===== src/rtl/ama_riscv_perf_cnt.sv =====
// Performance-counter bank: one cycle counter plus NUM_EVT event counters.
// Live counters count in RUN and freeze on test halt. A shadow bank is
// captured on snap, and all reads are served from it so lo/hi halves
// stay coherent.
module ama_riscv_perf_cnt #(
    parameter int unsigned NUM_EVT  = 4,
    parameter int unsigned CNT_W    = 64,
    parameter int unsigned SATURATE = 0
) (
    input  logic               clk,
    input  logic               rst,
    input  logic [NUM_EVT-1:0] evt,
    input  logic               cnt_en,
    input  logic               cnt_clear,
    input  logic               halt,
    input  logic               snap,
    input  logic               rd_en,
    input  logic [4:0]         rd_addr,
    output logic [31:0]        rd_data,
    output logic               rd_valid,
    output logic               rd_err,
    output logic [NUM_EVT:0]   ovf,
    output logic               frozen
);

    typedef enum logic [0:0] {StRun, StFrozen} state_e;

    state_e state_q, state_d;

    // Entry 0 is the cycle counter, entry i counts evt[i-1].
    logic [NUM_EVT:0][CNT_W-1:0] cnt_q, cnt_d;
    logic [NUM_EVT:0][CNT_W-1:0] shadow_q, shadow_d;
    logic [NUM_EVT:0]            ovf_q, ovf_d;
    logic [NUM_EVT:0]            inc;
    logic                        count_on;

    logic [3:0]  rd_idx;
    logic        rd_hi;
    logic        rd_hit;
    logic [63:0] rd_sel;
    logic [31:0] rd_data_d;
    logic        rd_err_d;

    // State transition: clear has priority over halt while running.
    always_comb begin
        state_d = state_q;
        unique case (state_q)
            StRun:    if (halt && !cnt_clear) state_d = StFrozen;
            StFrozen: if (cnt_clear) state_d = StRun;
            default:  state_d = StRun;
        endcase
    end

    // Counter next-state: clear wins over any increment in the same cycle.
    always_comb begin
        count_on = (state_q == StRun) && cnt_en;
        inc      = {evt & {NUM_EVT{count_on}}, count_on};
        cnt_d    = cnt_q;
        ovf_d    = ovf_q;
        if (cnt_clear) begin
            cnt_d = '0;
            ovf_d = '0;
        end else begin
            for (int unsigned i = 0; i <= NUM_EVT; i++) begin
                if (inc[i]) begin
                    if (cnt_q[i] == {CNT_W{1'b1}}) begin
                        ovf_d[i] = 1'b1;
                        if (SATURATE == 0) cnt_d[i] = '0;
                    end else begin
                        cnt_d[i] = cnt_q[i] + CNT_W'(1);
                    end
                end
            end
        end
    end

    // Shadow captures pre-increment, pre-clear live values.
    always_comb begin
        shadow_d = snap ? cnt_q : shadow_q;
    end

    // Read mux from the current (pre-snap) shadow; out-of-range idx flags an error.
    always_comb begin
        rd_idx    = rd_addr[4:1];
        rd_hi     = rd_addr[0];
        rd_sel    = '0;
        rd_hit    = 1'b0;
        rd_data_d = '0;
        rd_err_d  = 1'b0;
        for (int unsigned i = 0; i <= NUM_EVT; i++) begin
            if (rd_idx == 4'(i)) begin
                rd_sel = 64'(shadow_q[i]);
                rd_hit = 1'b1;
            end
        end
        if (rd_en) begin
            if (!rd_hit) rd_err_d = 1'b1;
            else         rd_data_d = rd_hi ? rd_sel[63:32] : rd_sel[31:0];
        end
    end

    // State, counters, shadow and read response registers; reset dominates.
    always_ff @(posedge clk) begin
        if (rst) begin
            state_q  <= StRun;
            cnt_q    <= '0;
            shadow_q <= '0;
            ovf_q    <= '0;
            rd_data  <= '0;
            rd_valid <= 1'b0;
            rd_err   <= 1'b0;
        end else begin
            state_q  <= state_d;
            cnt_q    <= cnt_d;
            shadow_q <= shadow_d;
            ovf_q    <= ovf_d;
            rd_data  <= rd_data_d;
            rd_valid <= rd_en;
            rd_err   <= rd_err_d;
        end
    end

    assign ovf    = ovf_q;
    assign frozen = (state_q == StFrozen);

endmodule


===== config.mk =====
export PLATFORM = sky130hd
export DESIGN_NAME = ama_riscv_perf_cnt
export DESIGN_NICKNAME = d
export VERILOG_FILES = /design/src/rtl/ama_riscv_perf_cnt.sv
export SDC_FILE = /design/constraint.sdc
export NUM_CORES = 1
export LEC_CHECK = 0
export CAP_MARGIN = 20
export CORE_MARGIN = 2
export CORE_UTILIZATION = 30
export DETAILED_ROUTE_END_ITERATION = 8
export GPL_ROUTABILITY_DRIVEN = 0
export SLEW_MARGIN = 20
export SYNTH_ARGS = -nofsm -noshare
export SYNTH_HDL_FRONTEND = slang
export SYNTH_SLANG_ARGS = --single-unit

===== constraint.sdc =====
create_clock -name clk -period 7.3 [get_ports clk]
set_input_delay 1.46 -clock clk [delete_from_list [all_inputs] [get_ports clk]]
set_output_delay 1.46 -clock clk [all_outputs]
set_load 0.02 [all_outputs]

==> flow_metrics.tcl <==
set metrics [dict create \
    port_buffers 55 \
    track_usage 0.167 \
    drt-initial-drc-count 1899 \
    ir_drop_v 0.000155 \
    grt_max_degree 101 \
    ys_async_sr_fraction 0 \
    grt.overflow.total 0 \
    syn-num-nets 3131 \
    power_per_cell_area_nw_per_um2 237 \
    placedCellCount 4308 \
    die_y_um 317 \
    tightestPinTransition_ps 1050 \
    setup_viol 0 \
    hp-class "register to register" \
    dpl.hpwl_um 60100 \
    synth.most_common_cell "nor2_1" \
    clkPwrFrac 0.506 \
    ys_ff_latch 680 \
    worstHoldPathCells 1 \
    hold_start "ovf[4]" \
    pwr-share-comb 0.032 \
    final_nets 3131 \
    rrSetupSlack_ps 3600 \
    ys_seq_area_frac 0.463 \
    path_clk_slew_ps 60 \
    cts.htree.levels 3 \
    core_um2 96900 \
    r2r-end "cnt_q[250]" \
    totalWireLength_um 84400 \
    required_ps 7800 \
    post_dp_cell_area_um2 31200 \
    finalSetupTns_ps 0 \
    seq_area_um2 13600 \
    die_area_um2 101000 \
    hold_viol_final 0 \
    max_freq_ghz 0.211 \
    synth_area_um2 29400 \
    leakagePower_uw 0.0120 \
    root_buffer "clkbuf_16" \
    ioPinCount 56 \
    dieWidth_um 317 \
    clkLatencyLatePin_ps 630 \
    path_max_fanout 32 \
    layout-drive-gt1-share 0.0836 \
    wl_per_cell_um 19.0 \
    grt_pass1_wl_um 129000 \
    clk_path_buf_depth 3 \
    ys_types 59 \
    clock-skew-final_ps 28.9 \
    start_kind "input pin" \
    fin_crit_ps 4740 \
    fin_crit_sh 0.649 \
    area_growth_pct 15.3 \
    post_cts_buffers 0 \
    cts_resized 0 \
    synthCells 3110 \
    cts_buffers 75 \
    end_kind "register" \
    rr_worst_depth 7 \
    swShare 0.220 \
    ant_nets 0 \
    synth_edf_count 0 \
    holdPathEnd "ovf[4]" \
    seqPwrFrac 0.462 \
    yosys_warnings 0 \
    diodes 0 \
    yosysTopAreaCellShare 0.463 \
    clock_sinks 680 \
    power.internal_uw 6280 \
    fill_cells 9716 \
    fin_cells 4444 \
    synth_ff_type "dfxtp_1" \
    syn_area_per_cell_um2 9.45 \
    start_util 0.304 \
    synth_top_cell_by_area "dfxtp_1" \
    grt_pass1_vias 20600 \
    cts_tree "done" \
    post_drt_via_cell_ratio 4.98 \
    switchingPower_uw 1770 \
    relSlewSlack 0.296 \
    synthTopCellsByArea "dfxtp_1 (46%), mux2i_1 (13%), nor2_1 (9.5%)" \
    multi_input_area_um2 15000 \
    r2r-start "cnt_q[219]" \
    antenna_found_initial 2 \
    arrival_ps 5240 \
    maxSlewViolCount 0 \
    drt_pass1_iterations 5 \
    finish.instance_area_um2 33900 \
    status "finished clean" \
    path_class "input pin to register" \
    ys_top_cells_by_count "nor2_1 (743), dfxtp_1 (680), mux2i_1 (379)" \
    drc 0 \
    vias 22100 \
    rsz0062_at_grt "false" \
    rows 114 \
    hold_buffers 0 \
    final_core_utilization 0.350 \
    drv_cap 0 \
]
## worst max path at each step
stage	depth (start not counted)	to	slack, ps	from
after floorplan	8	rd_data[29]	3950	rd_addr[1]
after global placement	8	cnt_q[251]	2070	cnt_en
after detailed placement	8	cnt_q[243]	2000	cnt_en
after CTS	8	cnt_q[250]	2630	cnt_en
after global routing	8	cnt_q[131]	2450	cnt_en
final	8	cnt_q[250]	2560	cnt_en
## logic make-up (layout without fill, tap and decap cells)
kind of cell | Yosys count | after routing | share of synthesized area
xor gates and xnor gates | 299 | 299 | 0.0891
AOI/OAI and AO/OA | 102 | 102 | 0.0247
DFF | 680 | 680 | 0.463
buffers and inverters | 205 | 263 | 0.0286
muxes | 435 | 435 | 0.170
and+or+nand+nor | 1384 | 1384 | 0.223
adders and majority gates | 5 | 5 | 0.00213
## final cells by class
type,count,area share
Multi-Input combinational cell,2225,0.444
Sequential cell,680,0.401
Clock buffer,104,0.0643
Tap cell,1276,0.0471
Timing Repair Buffer,94,0.0261
Clock inverter,31,0.0138
Inverter,34,0.00376
## placed cells by master, fill, tap and decap left out, types with 5 or more instances in the layout
cell	count
o21ai_4	5
a21oi_1	11
mux2_2	5
dfxtp_1	680
bufinv_16	11
clkbuf_8	13
clkbuf_16	78
buf_4	37
clkinv_2	15
inv_1	33
a22oi_1	6
o22a_1	22
mux4_2	51
nand3b_1	5
clkbuf_1	13
a221oi_1	6
ha_1	5
nand2_1	142
o21ai_0	25
nand3_1	106
xnor2_1	163
xor2_1	136
nor2b_1	10
or4_1	8
mux2i_1	379
nor4_1	49
and2_1	13
nor3_1	48
nor4_2	11
and4_1	43
nor2_1	741
clkdlybuf4s50_1	50
or2_2	7
and3_1	43
a222oi_1	7
or3_1	12
nand4_1	111
## stage by stage
step	hold slack, ps	total power [µW]	setup slack [ps]
after floorplan	455	3980	3950
after global placement	461	4060	2070
after detailed placement	462	4060	2000
after CTS	477	8120	2630
after global routing	490	8290	2450
final	478	8050	2560
## per-layer routing
metal	GRT usage	routed length [µm]	up-vias
met4	0.0604	2740	2
li1	-	-	10800
met2	0.263	38200	547
met5	0	16	-
met3	0.0253	4590	126
met1	0.231	38900	10700
## worst max-delay path: stages
cell and delay, ps:
clkdlybuf4s50_1 840, nand3b_1 330, nor4_2 340, buf_4 190, nand4_1 630, o21ai_4 990, buf_4 350, nor2_1 80
## state kept, by name (all words and copies together), names as in the netlist
| name | cells |
|---|---|
| cnt_q | 320 |
| rd_data | 32 |
| shadow_q | 320 |
| rd_err | 1 |
| ovf | 5 |
| rd_valid | 1 |
| frozen | 1 |
## power groups by stage
stage / combinational (µW) / sequential [µW] / clock [µW]
2_1_floorplan: 185 / 3800 / 0
3_3_place_gp: 259 / 3800 / 0
3_5_place_dp: 259 / 3800 / 0
4_1_cts: 260 / 3720 / 4140
5_1_grt: 274 / 3710 / 4300
6_report: 261 / 3720 / 4070
No activity file was read; power rests on OpenSTA's default activity.
